## src/rtl/i2c_arb_pkg.sv

```systemverilog
// Shared types and default widths for the I2C register arbiter.
package i2c_arb_pkg;

  localparam int ARB_ADDR_W = 8;
  localparam int ARB_DATA_W = 16;

  typedef enum logic [1:0] {
    IDLE    = 2'd0,
    ISSUE   = 2'd1,
    RD_WAIT = 2'd2
  } arb_state_e;

  typedef enum logic [1:0] {
    SRC_I2C_WR = 2'd0,
    SRC_I2C_PF = 2'd1,
    SRC_HOST   = 2'd2
  } arb_src_e;

endpackage

```

## src/rtl/i2c_reg_arbiter_if.sv

```systemverilog
// Bus bundle between the arbiter, the I2C slave, the host port and the register RAM.
// slave modport = arbiter side, master modport = surrounding logic / bench side.
interface i2c_reg_arbiter_if
  import i2c_arb_pkg::*;
#(
  parameter int ADDR_WIDTH = ARB_ADDR_W,
  parameter int DATA_WIDTH = ARB_DATA_W
) ();

  logic                  i2c_we;
  logic [ADDR_WIDTH-1:0] i2c_addr;
  logic [DATA_WIDTH-1:0] i2c_wdata;
  logic [DATA_WIDTH-1:0] i2c_rdata;
  logic                  i2c_rvalid;
  logic                  i2c_busy;
  logic                  i2c_ovf;

  logic                  host_req;
  logic                  host_we;
  logic [ADDR_WIDTH-1:0] host_addr;
  logic [DATA_WIDTH-1:0] host_wdata;
  logic                  host_gnt;
  logic [DATA_WIDTH-1:0] host_rdata;
  logic                  host_rvalid;

  logic                  mem_en;
  logic                  mem_we;
  logic [ADDR_WIDTH-1:0] mem_addr;
  logic [DATA_WIDTH-1:0] mem_wdata;
  logic [DATA_WIDTH-1:0] mem_rdata;

  modport slave (
    input  i2c_we, i2c_addr, i2c_wdata, i2c_busy,
    output i2c_rdata, i2c_rvalid, i2c_ovf,
    input  host_req, host_we, host_addr, host_wdata,
    output host_gnt, host_rdata, host_rvalid,
    output mem_en, mem_we, mem_addr, mem_wdata,
    input  mem_rdata
  );

  modport master (
    output i2c_we, i2c_addr, i2c_wdata, i2c_busy,
    input  i2c_rdata, i2c_rvalid, i2c_ovf,
    output host_req, host_we, host_addr, host_wdata,
    input  host_gnt, host_rdata, host_rvalid,
    input  mem_en, mem_we, mem_addr, mem_wdata,
    output mem_rdata
  );

endinterface

```

## src/rtl/i2c_arb_wrbuf.sv

```systemverilog
// Single-entry holding buffer for I2C write pulses. A pulse arriving while the
// entry is still occupied (and not being drained this cycle) is dropped and
// recorded in the sticky overflow flag.
module i2c_arb_wrbuf #(
  parameter int ADDR_WIDTH = 8,
  parameter int DATA_WIDTH = 16
) (
  input  logic                  clk,
  input  logic                  reset_n,
  input  logic                  i2c_we,
  input  logic [ADDR_WIDTH-1:0] i2c_addr,
  input  logic [DATA_WIDTH-1:0] i2c_wdata,
  input  logic                  wr_done,
  output logic                  wr_pend,
  output logic [ADDR_WIDTH-1:0] wr_addr,
  output logic [DATA_WIDTH-1:0] wr_data,
  output logic                  ovf
);

  // capture / drain the entry; a drain in the same cycle frees room for a new pulse
  always_ff @(posedge clk) begin
    if (!reset_n) begin
      wr_pend <= 1'b0;
      wr_addr <= '0;
      wr_data <= '0;
      ovf     <= 1'b0;
    end else begin
      if (wr_done) wr_pend <= 1'b0;
      if (i2c_we) begin
        if (wr_pend && !wr_done) begin
          ovf <= 1'b1;
        end else begin
          wr_pend <= 1'b1;
          wr_addr <= i2c_addr;
          wr_data <= i2c_wdata;
        end
      end
    end
  end

endmodule

```

## src/rtl/i2c_reg_arbiter.sv

```systemverilog
// Arbitrates one single-port register RAM between I2C slave writes, the I2C
// read prefetch and a host port. Optional macro I2C_HOST_LOCK_EN holds off
// host grants while the I2C slave reports a transaction in progress.
//
// state   | meaning
// IDLE    | pick next source: I2C write > I2C prefetch > host
// ISSUE   | mem strobe on the bus for one cycle (host_gnt pulses here for host)
// RD_WAIT | RAM read data valid, captured into i2c_rdata or host_rdata
module i2c_reg_arbiter
  import i2c_arb_pkg::*;
#(
  parameter int ADDR_WIDTH = ARB_ADDR_W,
  parameter int DATA_WIDTH = ARB_DATA_W
) (
  input logic               clk,
  input logic               reset_n,
  i2c_reg_arbiter_if.slave  bus
);

  arb_state_e            state_q, state_d;
  arb_src_e              src_q, src_d;
  logic                  launch;
  logic                  nxt_we;
  logic [ADDR_WIDTH-1:0] nxt_addr;
  logic [DATA_WIDTH-1:0] nxt_wdata;

  logic                  mem_en_q, mem_we_q, host_gnt_q;
  logic [ADDR_WIDTH-1:0] mem_addr_q;
  logic [DATA_WIDTH-1:0] mem_wdata_q;

  logic                  wr_pend, wr_done, ovf;
  logic [ADDR_WIDTH-1:0] wr_addr;
  logic [DATA_WIDTH-1:0] wr_data;

  logic                  host_req_q, host_lock, host_ok;
  logic                  pf_pend, wr_hit;
  logic [ADDR_WIDTH-1:0] last_addr;
  logic [DATA_WIDTH-1:0] i2c_rdata_q, host_rdata_q;
  logic                  i2c_rvalid_q, host_rvalid_q;

`ifdef I2C_HOST_LOCK_EN
  assign host_lock = bus.i2c_busy;
`else
  assign host_lock = 1'b0;
`endif

  // host request is staged one cycle so it is qualified the same way as I2C work
  assign host_ok = host_req_q && !host_lock;
  assign wr_done = (state_q == ISSUE) && (src_q == SRC_I2C_WR);
  assign wr_hit  = (state_q == ISSUE) && mem_we_q && (mem_addr_q == bus.i2c_addr);

  i2c_arb_wrbuf #(.ADDR_WIDTH(ADDR_WIDTH), .DATA_WIDTH(DATA_WIDTH)) u_wrbuf (
    .clk       (clk),
    .reset_n   (reset_n),
    .i2c_we    (bus.i2c_we),
    .i2c_addr  (bus.i2c_addr),
    .i2c_wdata (bus.i2c_wdata),
    .wr_done   (wr_done),
    .wr_pend   (wr_pend),
    .wr_addr   (wr_addr),
    .wr_data   (wr_data),
    .ovf       (ovf)
  );

  // next state, source select and the memory command to launch
  always_comb begin
    state_d   = state_q;
    src_d     = src_q;
    launch    = 1'b0;
    nxt_we    = 1'b0;
    nxt_addr  = bus.i2c_addr;
    nxt_wdata = '0;
    case (state_q)
      IDLE: begin
        if (wr_pend) begin
          src_d  = SRC_I2C_WR;
          launch = 1'b1;
        end else if (pf_pend) begin
          src_d  = SRC_I2C_PF;
          launch = 1'b1;
        end else if (host_ok) begin
          src_d  = SRC_HOST;
          launch = 1'b1;
        end
        if (launch) state_d = ISSUE;
      end
      ISSUE:   state_d = mem_we_q ? IDLE : RD_WAIT;
      RD_WAIT: state_d = IDLE;
      default: state_d = IDLE;
    endcase
    case (src_d)
      SRC_I2C_WR: begin
        nxt_we    = 1'b1;
        nxt_addr  = wr_addr;
        nxt_wdata = wr_data;
      end
      SRC_HOST: begin
        nxt_we    = bus.host_we;
        nxt_addr  = bus.host_addr;
        nxt_wdata = bus.host_wdata;
      end
      default: begin
        nxt_we    = 1'b0;
        nxt_addr  = bus.i2c_addr;
        nxt_wdata = '0;
      end
    endcase
  end

  // state register and one-cycle memory strobe; mem_addr holds so RD_WAIT knows what was fetched
  always_ff @(posedge clk) begin
    if (!reset_n) begin
      state_q     <= IDLE;
      src_q       <= SRC_I2C_WR;
      mem_en_q    <= 1'b0;
      mem_we_q    <= 1'b0;
      mem_addr_q  <= '0;
      mem_wdata_q <= '0;
      host_gnt_q  <= 1'b0;
      host_req_q  <= 1'b0;
    end else begin
      state_q    <= state_d;
      src_q      <= src_d;
      mem_en_q   <= launch;
      mem_we_q   <= launch && nxt_we;
      host_gnt_q <= launch && (src_d == SRC_HOST);
      host_req_q <= bus.host_req && !(launch && (src_d == SRC_HOST)) && !host_gnt_q && !host_lock;
      if (launch) begin
        mem_addr_q  <= nxt_addr;
        mem_wdata_q <= nxt_wdata;
      end
    end
  end

  // read data capture and prefetch validity tracking
  always_ff @(posedge clk) begin
    if (!reset_n) begin
      pf_pend       <= 1'b1;
      last_addr     <= '0;
      i2c_rdata_q   <= '0;
      i2c_rvalid_q  <= 1'b0;
      host_rdata_q  <= '0;
      host_rvalid_q <= 1'b0;
    end else begin
      host_rvalid_q <= 1'b0;
      if (state_q == RD_WAIT && src_q == SRC_HOST) begin
        host_rdata_q  <= bus.mem_rdata;
        host_rvalid_q <= 1'b1;
      end
      if (state_q == RD_WAIT && src_q == SRC_I2C_PF) begin
        i2c_rdata_q <= bus.mem_rdata;
        last_addr   <= mem_addr_q;
        // the slave may have moved on while the fetch was in flight
        if (bus.i2c_addr == mem_addr_q) begin
          i2c_rvalid_q <= 1'b1;
          pf_pend      <= 1'b0;
        end else begin
          i2c_rvalid_q <= 1'b0;
          pf_pend      <= 1'b1;
        end
      end else if (bus.i2c_addr != last_addr || wr_hit) begin
        i2c_rvalid_q <= 1'b0;
        pf_pend      <= 1'b1;
      end
    end
  end

  assign bus.mem_en      = mem_en_q;
  assign bus.mem_we      = mem_we_q;
  assign bus.mem_addr    = mem_addr_q;
  assign bus.mem_wdata   = mem_wdata_q;
  assign bus.host_gnt    = host_gnt_q;
  assign bus.host_rdata  = host_rdata_q;
  assign bus.host_rvalid = host_rvalid_q;
  assign bus.i2c_rdata   = i2c_rdata_q;
  assign bus.i2c_rvalid  = i2c_rvalid_q;
  assign bus.i2c_ovf     = ovf;

endmodule

```

## src/flat_wrapper.sv

```systemverilog
// flat-port wrapper written by rule: the top's interface ports become plain ports
module i2c_reg_arbiter_flat import i2c_arb_pkg::*;
#(
  parameter int ADDR_WIDTH = ARB_ADDR_W,
  parameter int DATA_WIDTH = ARB_DATA_W
)
  (clk, reset_n, bus_i2c_we, bus_i2c_addr, bus_i2c_wdata, bus_i2c_busy, bus_i2c_rdata, bus_i2c_rvalid, bus_i2c_ovf, bus_host_req, bus_host_we, bus_host_addr, bus_host_wdata, bus_host_gnt, bus_host_rdata, bus_host_rvalid, bus_mem_en, bus_mem_we, bus_mem_addr, bus_mem_wdata, bus_mem_rdata);
  i2c_reg_arbiter_if #(.ADDR_WIDTH(ADDR_WIDTH), .DATA_WIDTH(DATA_WIDTH)) bus_i ();
  input logic clk;
  input logic reset_n;
  input wire logic [$bits(bus_i.i2c_we)-1:0] bus_i2c_we;
  input wire logic [$bits(bus_i.i2c_addr)-1:0] bus_i2c_addr;
  input wire logic [$bits(bus_i.i2c_wdata)-1:0] bus_i2c_wdata;
  input wire logic [$bits(bus_i.i2c_busy)-1:0] bus_i2c_busy;
  output wire logic [$bits(bus_i.i2c_rdata)-1:0] bus_i2c_rdata;
  output wire logic [$bits(bus_i.i2c_rvalid)-1:0] bus_i2c_rvalid;
  output wire logic [$bits(bus_i.i2c_ovf)-1:0] bus_i2c_ovf;
  input wire logic [$bits(bus_i.host_req)-1:0] bus_host_req;
  input wire logic [$bits(bus_i.host_we)-1:0] bus_host_we;
  input wire logic [$bits(bus_i.host_addr)-1:0] bus_host_addr;
  input wire logic [$bits(bus_i.host_wdata)-1:0] bus_host_wdata;
  output wire logic [$bits(bus_i.host_gnt)-1:0] bus_host_gnt;
  output wire logic [$bits(bus_i.host_rdata)-1:0] bus_host_rdata;
  output wire logic [$bits(bus_i.host_rvalid)-1:0] bus_host_rvalid;
  output wire logic [$bits(bus_i.mem_en)-1:0] bus_mem_en;
  output wire logic [$bits(bus_i.mem_we)-1:0] bus_mem_we;
  output wire logic [$bits(bus_i.mem_addr)-1:0] bus_mem_addr;
  output wire logic [$bits(bus_i.mem_wdata)-1:0] bus_mem_wdata;
  input wire logic [$bits(bus_i.mem_rdata)-1:0] bus_mem_rdata;
  assign bus_i.i2c_we = bus_i2c_we;
  assign bus_i.i2c_addr = bus_i2c_addr;
  assign bus_i.i2c_wdata = bus_i2c_wdata;
  assign bus_i.i2c_busy = bus_i2c_busy;
  assign bus_i2c_rdata = bus_i.i2c_rdata;
  assign bus_i2c_rvalid = bus_i.i2c_rvalid;
  assign bus_i2c_ovf = bus_i.i2c_ovf;
  assign bus_i.host_req = bus_host_req;
  assign bus_i.host_we = bus_host_we;
  assign bus_i.host_addr = bus_host_addr;
  assign bus_i.host_wdata = bus_host_wdata;
  assign bus_host_gnt = bus_i.host_gnt;
  assign bus_host_rdata = bus_i.host_rdata;
  assign bus_host_rvalid = bus_i.host_rvalid;
  assign bus_mem_en = bus_i.mem_en;
  assign bus_mem_we = bus_i.mem_we;
  assign bus_mem_addr = bus_i.mem_addr;
  assign bus_mem_wdata = bus_i.mem_wdata;
  assign bus_i.mem_rdata = bus_mem_rdata;
  i2c_reg_arbiter #(.ADDR_WIDTH(ADDR_WIDTH), .DATA_WIDTH(DATA_WIDTH)) u_core (.clk(clk), .reset_n(reset_n), .bus(bus_i));
endmodule
```

## config.mk

```make
export PLATFORM = sky130hd
export DESIGN_NAME = i2c_reg_arbiter_flat
export DESIGN_NICKNAME = d
export VERILOG_FILES = /design/src/rtl/i2c_arb_pkg.sv /design/src/rtl/i2c_reg_arbiter_if.sv /design/src/rtl/i2c_arb_wrbuf.sv /design/src/rtl/i2c_reg_arbiter.sv /design/src/flat_wrapper.sv
export SDC_FILE = /design/constraint.sdc
export NUM_CORES = 1
export LEC_CHECK = 0
export ABC_AREA = 0
export BUFFER_PORTS_ARGS = -buffer_cell sky130_fd_sc_hd__clkbuf_2
export CORE_MARGIN = 2
export CORE_UTILIZATION = 40
export DETAILED_ROUTE_END_ITERATION = 16
export PLACE_DENSITY = 0.77
export SLEW_MARGIN = 25
export SYNTH_ARGS = -nofsm -noshare
export SYNTH_HDL_FRONTEND = slang
export SYNTH_SLANG_ARGS = --single-unit
```

## constraint.sdc

```tcl
create_clock -name clk -period 2.55 [get_ports clk]
set_input_delay 0.765 -clock clk [delete_from_list [all_inputs] [get_ports clk]]
set_output_delay 0.765 -clock clk [all_outputs]
set_load 0.02 [all_outputs]
```

==> results.yml, run 1 <==
sta:
  holdWs_ns: 0.4483
  fin_worst_skew_ns: 0.01320
  hold_viol: 0
  worst_slew_pin_slew_ns: 0.7652
  fin_crit_ns: 1.877
  fin_crit_sh_pct: 73.63
  grt_setup_unrepaired: "false"
  setup_viol: 0
  relSlewSlack_pct: 48.70
  setup_ws_ns: 0.6726
  timing.setup.tns_ns: 0
  drv_slew: 0
  fmaxAchievable_mhz: 532.6
layout:
  diodes: 0
  final_common_cell: "clkbuf_2"
  layout-drive-gt1-share_pct: 28.83
  multi_input_area_um2: 1778
  nNetsFinal: 620
  area_growth_pct: 22.09
  fillers: 928
  seq_area_um2: 2022
  layout_common_cells: "clkbuf_2 (130), dfxtp_1 (101), nand2_1 (97)"
synthesis:
  netlist_instances: 433
  synth_cell_types: 37
  yosys.area.top_type: "dfxtp_1"
  syn_nets: 503
  synth_warnings: 0
  synth_area_leaders: "dfxtp_1 (51%), mux2i_1 (12%), nand2_1 (9.1%), a21oi_1 (5.1%), nor2_1 (3.4%)"
  synth-seq-cells: 101
  ys_seq_area_share_pct: 50.63
  syn_area_um2: 3994
  avgSynthCellArea_um2: 9.224
  synth_top_area_share_pct: 50.63
worst_setup_path:
  path_cells: "nor3b_2 > o32ai_4 > buf_4 > mux2i_1 > o21ai_0"
  cp_slowest_stage_delay_ns: 0.67
  cp_max_fo: 27
  crit_path_end_kind: "flop"
  cp-start-kind: "flop"
  path_class: "flop to flop"
  crit_slowest_cell: "dfxtp_1"
  cp_num_buf_inv: 1
  crit_required_ns: 2.78
  cp_top_family: "flip-flops"
  arrival_ns: 2.11
pwr:
  pwr-share-clk_pct: 31.8
  total_leakage_power_nw: 2.198
  peakVddDrop_v: 0.0002855
  p_switching_uw: 853.0
  combPwrFrac_pct: 12.4
  switching_share_pct: 28.12
  p_int_mw: 2.181
  p_per_area_nw_per_um2: 622.2
  seqPwrFrac_pct: 55.8
routing:
  drt_iter0_drc: 134
  ant_nets: 0
  wl_mm: 9.956
  viasPerCell: 4.953
  routedWlPerCell_um: 14.47
  first_pass_iters: 4
  drc_errors: 0
  vias: 3408
clock_tree:
  numCtsBuffers: 9
  clkSlewWorstSetupHoldPaths_ns: 0.11
  clock_sinks: 101
  root_buffer: "clkbuf_8"
  htree_levels: 3
  ctsResizeCount: 0
  post_cts_buffers: 0
  clkLatencyLatePin_ns: 0.37
  cts_tree: "done"
  ctsHoldBuffers: 0
  cts_buffer_depth: 2
place:
  pre_cts_slack_ns: 0.4249
  place_hpwl_mm: 6.834
  place.gp.congestion: 0.7483
  portBuffers: 130
global_routing:
  grt_start_max_net_pins: 32
  grt.overflow.total: 0
  antenna_found_initial: 0
  grt_util_all_layers_pct: 18.29
  grt_first_pass_wirelength_mm: 16.14
  first_global_vias: 3262
die:
  initial_utilization_pct: 41.05
  fp.dieW_um: 103.9
  fp.dieH_um: 103.9
  design.die.area_um2: 10800
  core_um2: 9729
  fp-row-count: 36
  io_pins: 132
run:
  drv_cap: 0
status:
  status: "complete, no violations"
min_path:
  hp-class: "flop to flop"
==> layout make-up <==
type                            instances  share of cell area, %
Inverter                                3                 0.2309
Multi-Input combinational cell        299                  36.46
Sequential cell                       101                  41.47
Timing Repair Buffer                  136                  14.68
Clock buffer                           10                  2.617
Clock inverter                          6                  1.129
Tap cell                              133                  3.413
==> cell families (layout without fill, tap and decap cells) <==
group           count (synthesis)  in the layout  synth area share, %
simple gates                  153            153                16.89
flops                         101            101                50.63
compound gates                 82             82                11.81
mux                            48             48                12.03
buf+inv                        33            155                5.138
xor+xnor                       16             16                3.509
==> routing by layer <==
layer	wire length (um)	share of wire [%]	global-route usage, %	vias up
li1	-	-	-	1703
met5	0	0	0	-
met2	4648	47	29.84	140
met3	817	8.2	5.576	15
met1	4333	44	22.81	1550
met4	156	1.6	6.757	0
==> registers in the layout (all words and copies together) (netlist names), 2 cells and up <==
register / count
u_core.bus.host_rdata: 16
u_core.bus.i2c_rdata: 16
u_core.bus.mem_addr: 8
u_core.bus.mem_wdata: 16
u_core.last_addr: 8
u_core.src_q: 2
u_core.state_q: 2
u_core.u_wrbuf.wr_addr: 8
u_core.u_wrbuf.wr_data: 16
==> through the flow <==
stage	total power [mW]	area [um^2]	util, %	cells
3_5_place_dp	2.099	4666	47.96	671
5_1_grt	3.167	4876	50.12	688
6_report	3.034	4876	50.12	688
2_1_floorplan	1.967	3994	-	433
4_1_cts	3.065	4848	49.83	687
3_3_place_gp	2.087	4666	47.96	671
==> power groups by stage <==
stage | combinational [mW] | sequential [mW] | clock [mW]
after global routing | 0.412 | 1.70 | 1.05
after CTS | 0.374 | 1.69 | 0.999
final | 0.377 | 1.69 | 0.964
after floorplan | 0.225 | 1.74 | 0
after global placement | 0.365 | 1.72 | 0
after detailed placement | 0.372 | 1.73 | 0
==> cells in the mapped netlist <==
master / n
o21ai_4: 1
o31a_2: 1
nor2_1: 36
nor4_1: 4
a31oi_1: 1
a211oi_1: 1
a21o_1: 1
xnor2_1: 15
buf_12: 2
o21ai_1: 17
o32ai_2: 1
nor4b_4: 1
a32oi_1: 1
nand3b_1: 1
o21ai_0: 8
nand4bb_1: 2
clkbuf_2: 1
nand3_1: 1
nor3_1: 1
nand4_1: 4
a31o_2: 1
and4bb_2: 2
inv_1: 3
nor4b_1: 1
and4_1: 1
clkbuf_1: 13
buf_6: 5
buf_2: 8
nor3b_2: 1
a22oi_1: 8
buf_1: 1
mux2i_1: 48
a21oi_1: 41
dfxtp_1: 101
xor2_1: 1
nand2_1: 97
or3_1: 1
==> path summary, 6_finish.rpt <==
check,from,to,slack [ns],cells after the start
setup reg to reg,u_core.state_q[1]$_SDFFE_PN0P_,u_core.bus.mem_addr[0]$_SDFFE_PN0P_,0.67,5
setup / recovery,u_core.state_q[1]$_SDFFE_PN0P_,u_core.bus.mem_addr[0]$_SDFFE_PN0P_,0.67,5
hold reg to reg,u_core.bus.host_gnt$_SDFF_PN0_,u_core.host_ok$_SDFF_PN0_,0.45,1
hold / removal,u_core.bus.host_gnt$_SDFF_PN0_,u_core.host_ok$_SDFF_PN0_,0.45,1
Power figures use the tool's default switching activity.
==> run 2, diff against run 1 <==
Clock period 2.55 ns to 1.85 ns, I/O delays scaled along.
==> results.yml, run 2 (same netlist as run 1, synthesis figures left out) <==
status:
  status: "complete, no violations"
sta:
  drv_slew: 0
  fin_worst_skew_ns: 0.007735
  grt_setup_unrepaired: "false"
  hold_viol: 0
  timing.setup.tns_ns: 0
  setup_ws_ns: 0.2207
  relSlewSlack_pct: 64.84
  fin_crit_sh_pct: 88.07
  setup_viol: 0
  fin_crit_ns: 1.629
  fmaxAchievable_mhz: 613.8
  worst_slew_pin_slew_ns: 0.5254
die:
  fp.dieW_um: 103.9
  fp.dieH_um: 103.9
  core_um2: 9729
  io_pins: 132
  initial_utilization_pct: 41.05
  fp-row-count: 36
  design.die.area_um2: 10800
layout:
  nNetsFinal: 630
  fillers: 911
  diodes: 0
  final_cell_area_um2: 5015
  layout_common_cells: "clkbuf_2 (130), dfxtp_1 (101), nand2_1 (97)"
  final_core_util_pct: 51.54
  final_common_cell: "clkbuf_2"
  area_growth_pct: 25.56
  multi_input_area_um2: 1778
  seq_area_um2: 2022
  layout-drive-gt1-share_pct: 30.27
  final_cell_count_no_fill: 698
clock_tree:
  ctsHoldBuffers: 0
  htree_levels: 3
  ctsResizeCount: 0
  clock_sinks: 101
  cts_buffer_depth: 2
  clkSlewWorstSetupHoldPaths_ns: 0.10
  cts_tree: "done"
  clkLatencyLatePin_ns: 0.36
  root_buffer: "clkbuf_8"
  post_cts_buffers: 0
  numCtsBuffers: 9
pwr:
  peakVddDrop_v: 0.0004521
  total_leakage_power_nw: 2.286
  p_per_area_nw_per_um2: 867.8
worst_setup_path:
  path_class: "flop to flop"
  timing.rr.end: "u_core.bus.mem_wdata[6]$_SDFFE_PN0P_"
  arrival_ns: 1.93
  ff2ff_path_depth: 5
  cp-start-kind: "flop"
  cp_max_fo: 13
  crit_required_ns: 2.15
  r2r-start: "u_core.pf_pend$_SDFFE_PN1P_"
  r2r_slack_ns: 0.22
  crit_path_end_kind: "flop"
min_path:
  worstHoldEndpoint: "u_core.bus.mem_we$_SDFF_PN0_"
  min_from: "bus_host_we"
  hp-class: "input port to flop"
  min_path_cells: 3
place:
  place.gp.congestion: 0.7733
  numPlacedInstances: 682
  place_hpwl_mm: 7.351
  placedInstanceArea_um2: 4806
  pre_cts_slack_ns: 0.06249
  portBuffers: 130
global_routing:
  grt.overflow.total: 0
  antenna_found_initial: 0
  grt_start_max_net_pins: 28
  first_global_vias: 3468
  grt_first_pass_wirelength_mm: 16.46
  grt_util_all_layers_pct: 18.82
routing:
  drt_iter0_drc: 142
  ant_nets: 0
  first_pass_iters: 4
  viasPerCell: 5.000
  drc_errors: 0
  vias: 3490
  routedWlPerCell_um: 14.36
  wl_mm: 10.02
run:
  drv_cap: 0
==> run 2: routing by layer <==
metal  vias up  track usage (%)  wire, um
met3        18            5.075       795
met1      1618            22.50      4308
li1       1718                -         -
met4         0            8.301       194
met5         -                0         0
met2       136            31.72      4724
==> run 2: worst max path at each step <==
| stage | startpoint | to | depth (start not counted) |
|---|---|---|---|
| finish | u_core.pf_pend$_SDFFE_PN1P_ | u_core.bus.mem_wdata[6]$_SDFFE_PN0P_ | 5 |
| global route | u_core.state_q[1]$_SDFFE_PN0P_ | u_core.bus.mem_addr[3]$_SDFFE_PN0P_ | 5 |
| CTS | u_core.u_wrbuf.wr_pend$_SDFF_PN0_ | u_core.u_wrbuf.wr_data[8]$_SDFFE_PN0P_ | 5 |
| detailed placement | bus_i2c_addr[5] | u_core.bus.i2c_rvalid$_SDFFE_PN0P_ | 5 |
| global placement | u_core.u_wrbuf.wr_pend$_SDFF_PN0_ | u_core.u_wrbuf.wr_addr[1]$_SDFFE_PN0P_ | 4 |
| floorplan | bus_i2c_addr[1] | u_core.bus.i2c_rvalid$_SDFFE_PN0P_ | 4 |
==> run 2: report_power, final <==
part           total (mW)  leakage, nW  switching (mW)  internal [mW]
clock                1.47        0.110           0.768          0.703
combinational       0.565         1.35           0.311          0.254
sequential           2.32        0.822          0.0597           2.26
==> run 2: layout make-up <==
type                    instances  share of cell area [%]
well taps                     133                   3.318
clock buffers                  11                   3.019
flip-flops and latches        101                   40.32
repair buffers                146                   16.52
inverters                       3                  0.2246
clock inverters                 5                   1.148
multi-input cells             299                   35.45
==> run 2: critical path, cell delays in order (launching register included) <==
cell and delay [ns]:
dfxtp_1 0.37, nor3_1 0.38, o31a_2 0.39, buf_4 0.27, nand2_1 0.07, o21ai_1 0.08
==> run 2: per-stage QoR <==
| step | hold WS (ns) | total power, mW |
|---|---|---|
| CTS | 0.3775 | 4.394 |
| global route | 0.3883 | 4.547 |
| global placement | 0.4226 | 2.905 |
| floorplan | 0.4478 | 2.711 |
| finish | 0.4015 | 4.352 |
| detailed placement | 0.4202 | 2.934 |
==> run 3, diff against run 2 <==
Clock period 1.85 ns to 1.7 ns, I/O delays scaled along.
==> results.yml, run 3 (same netlist as run 1, synthesis figures left out) <==
layout:
  diodes: 0
  fillers: 922
  multi_input_area_um2: 1778
  layout-drive-gt1-share_pct: 30.82
  seq_area_um2: 2023
  final_cell_count_no_fill: 704
  final_common_cell: "clkbuf_2"
  area_growth_pct: 25.22
  final_core_util_pct: 51.40
  nNetsFinal: 636
  layout_common_cells: "clkbuf_2 (130), dfxtp_1 (100), nand2_1 (97)"
  final_cell_area_um2: 5001
die:
  fp.dieH_um: 103.9
  fp.dieW_um: 103.9
  initial_utilization_pct: 41.05
  fp-row-count: 36
  core_um2: 9729
  io_pins: 132
  design.die.area_um2: 10800
clock_tree:
  htree_levels: 3
  root_buffer: "clkbuf_8"
  cts_buffer_depth: 2
  clkSlewWorstSetupHoldPaths_ns: 0.09
  ctsResizeCount: 0
  ctsHoldBuffers: 0
  clkLatencyLatePin_ns: 0.36
  cts_tree: "done"
  numCtsBuffers: 9
  clock_sinks: 101
  post_cts_buffers: 0
place:
  portBuffers: 130
  place_hpwl_mm: 7.427
  pre_cts_slack_ns: -0.08701
  place.gp.congestion: 0.7888
  numPlacedInstances: 688
  placedInstanceArea_um2: 4831
sta:
  drv_slew: 0
  setup_ws_ns: 0.1115
  fin_crit_ns: 1.588
  fin_crit_sh_pct: 93.44
  holdWs_ns: 0.3620
  fin_worst_skew_ns: 0.01098
  grt_setup_unrepaired: "false"
  relSlewSlack_pct: 72.15
  hold_viol: 0
  setup_viol: 0
  worst_slew_pin_slew_ns: 0.4178
  fmaxAchievable_mhz: 629.5
status:
  status: "complete, no violations"
routing:
  viasPerCell: 4.962
  wl_mm: 10.27
  first_pass_iters: 6
  drc_errors: 0
  vias: 3493
  ant_nets: 0
  routedWlPerCell_um: 14.59
  drt_iter0_drc: 133
worst_setup_path:
  path_cells: "buf_4 > nand4bb_1 > nor4_1 > a31o_2"
  arrival_ns: 1.89
  path_class: "flop to flop"
  crit_slowest_cell: "dfxtp_1"
  crit_required_ns: 2.01
  cp_max_fo: 9
  cp_top_family: "simple AND/OR/NAND/NOR gates"
  cp-start-kind: "flop"
  crit_path_end_kind: "flop"
  cp_slowest_stage_delay_ns: 0.47
  cp_num_buf_inv: 1
global_routing:
  antenna_found_initial: 0
  first_global_vias: 3568
  grt.overflow.total: 0
  grt_util_all_layers_pct: 18.83
  grt_start_max_net_pins: 28
  grt_first_pass_wirelength_mm: 16.74
pwr:
  peakVddDrop_v: 0.0004685
  p_per_area_nw_per_um2: 900.0
  total_leakage_power_nw: 2.275
run:
  drv_cap: 0
min_path:
  hp-class: "input port to flop"
-- run 3: cell count changes in the layout (fill, tap and decap cells not counted), moves of 2 or more --
cell	previous run	this run
clkinvlp_4	0	2
clkbuf_8	11	9
buf_4	12	19
clkbuf_1	0	2
-- run 3: through the flow --
| stage | total power, mW | TNS (ns) |
|---|---|---|
| after floorplan | 2.950 | 0 |
| after global placement | 3.176 | -0.04007 |
| after detailed placement | 3.198 | -0.08701 |
| after CTS | 4.554 | 0 |
| after global routing | 4.701 | 0 |
| final | 4.501 | 0 |
-- run 3: metal layers --
| layer | vias to the layer above | GRT usage, % | wire (um) |
|---|---|---|---|
| met5 | - | 0 | 0 |
| met3 | 18 | 6.015 | 879 |
| met1 | 1616 | 21.78 | 4358 |
| met2 | 127 | 31.77 | 4849 |
| li1 | 1732 | - | - |
| met4 | 0 | 8.591 | 187 |
-- run 3: where the power goes --
group | internal, mW | leakage (nW) | total, mW | switching, mW
clock | 0.537 | 0.0795 | 1.36 | 0.821
combinational | 0.279 | 1.37 | 0.611 | 0.331
sequential | 2.46 | 0.822 | 2.53 | 0.0767
total | 3.27 | 2.27 | 4.50 | 1.23
-- run 3: worst paths after layout --
path	start	to	slack [ns]	depth (start not counted)
worst min register to register	u_core.bus.host_gnt$_SDFF_PN0_	u_core.host_ok$_SDFF_PN0_	0.45	1
worst max register to register	u_core.state_q[1]$_SDFFE_PN0P_	u_core.bus.i2c_rvalid$_SDFFE_PN0P_	0.11	4
worst max-delay path	u_core.state_q[1]$_SDFFE_PN0P_	u_core.bus.i2c_rvalid$_SDFFE_PN0P_	0.11	4
worst min-delay path	bus_host_req	u_core.host_ok$_SDFF_PN0_	0.36	3
-- run 3: area by class of cell --
cell class	count	share of cell area (%)
Sequential cell	101	40.46
Multi-Input combinational cell	299	35.55
Timing Repair Buffer	152	17.06
Tap cell	133	3.328
Clock buffer	11	2.627
Clock inverter	5	0.7506
Inverter	3	0.2252
-- run 3: worst min-delay path: stages --
cell and delay [ns]:
clkbuf_2 0.08, nand2_1 0.04, a211oi_1 0.04
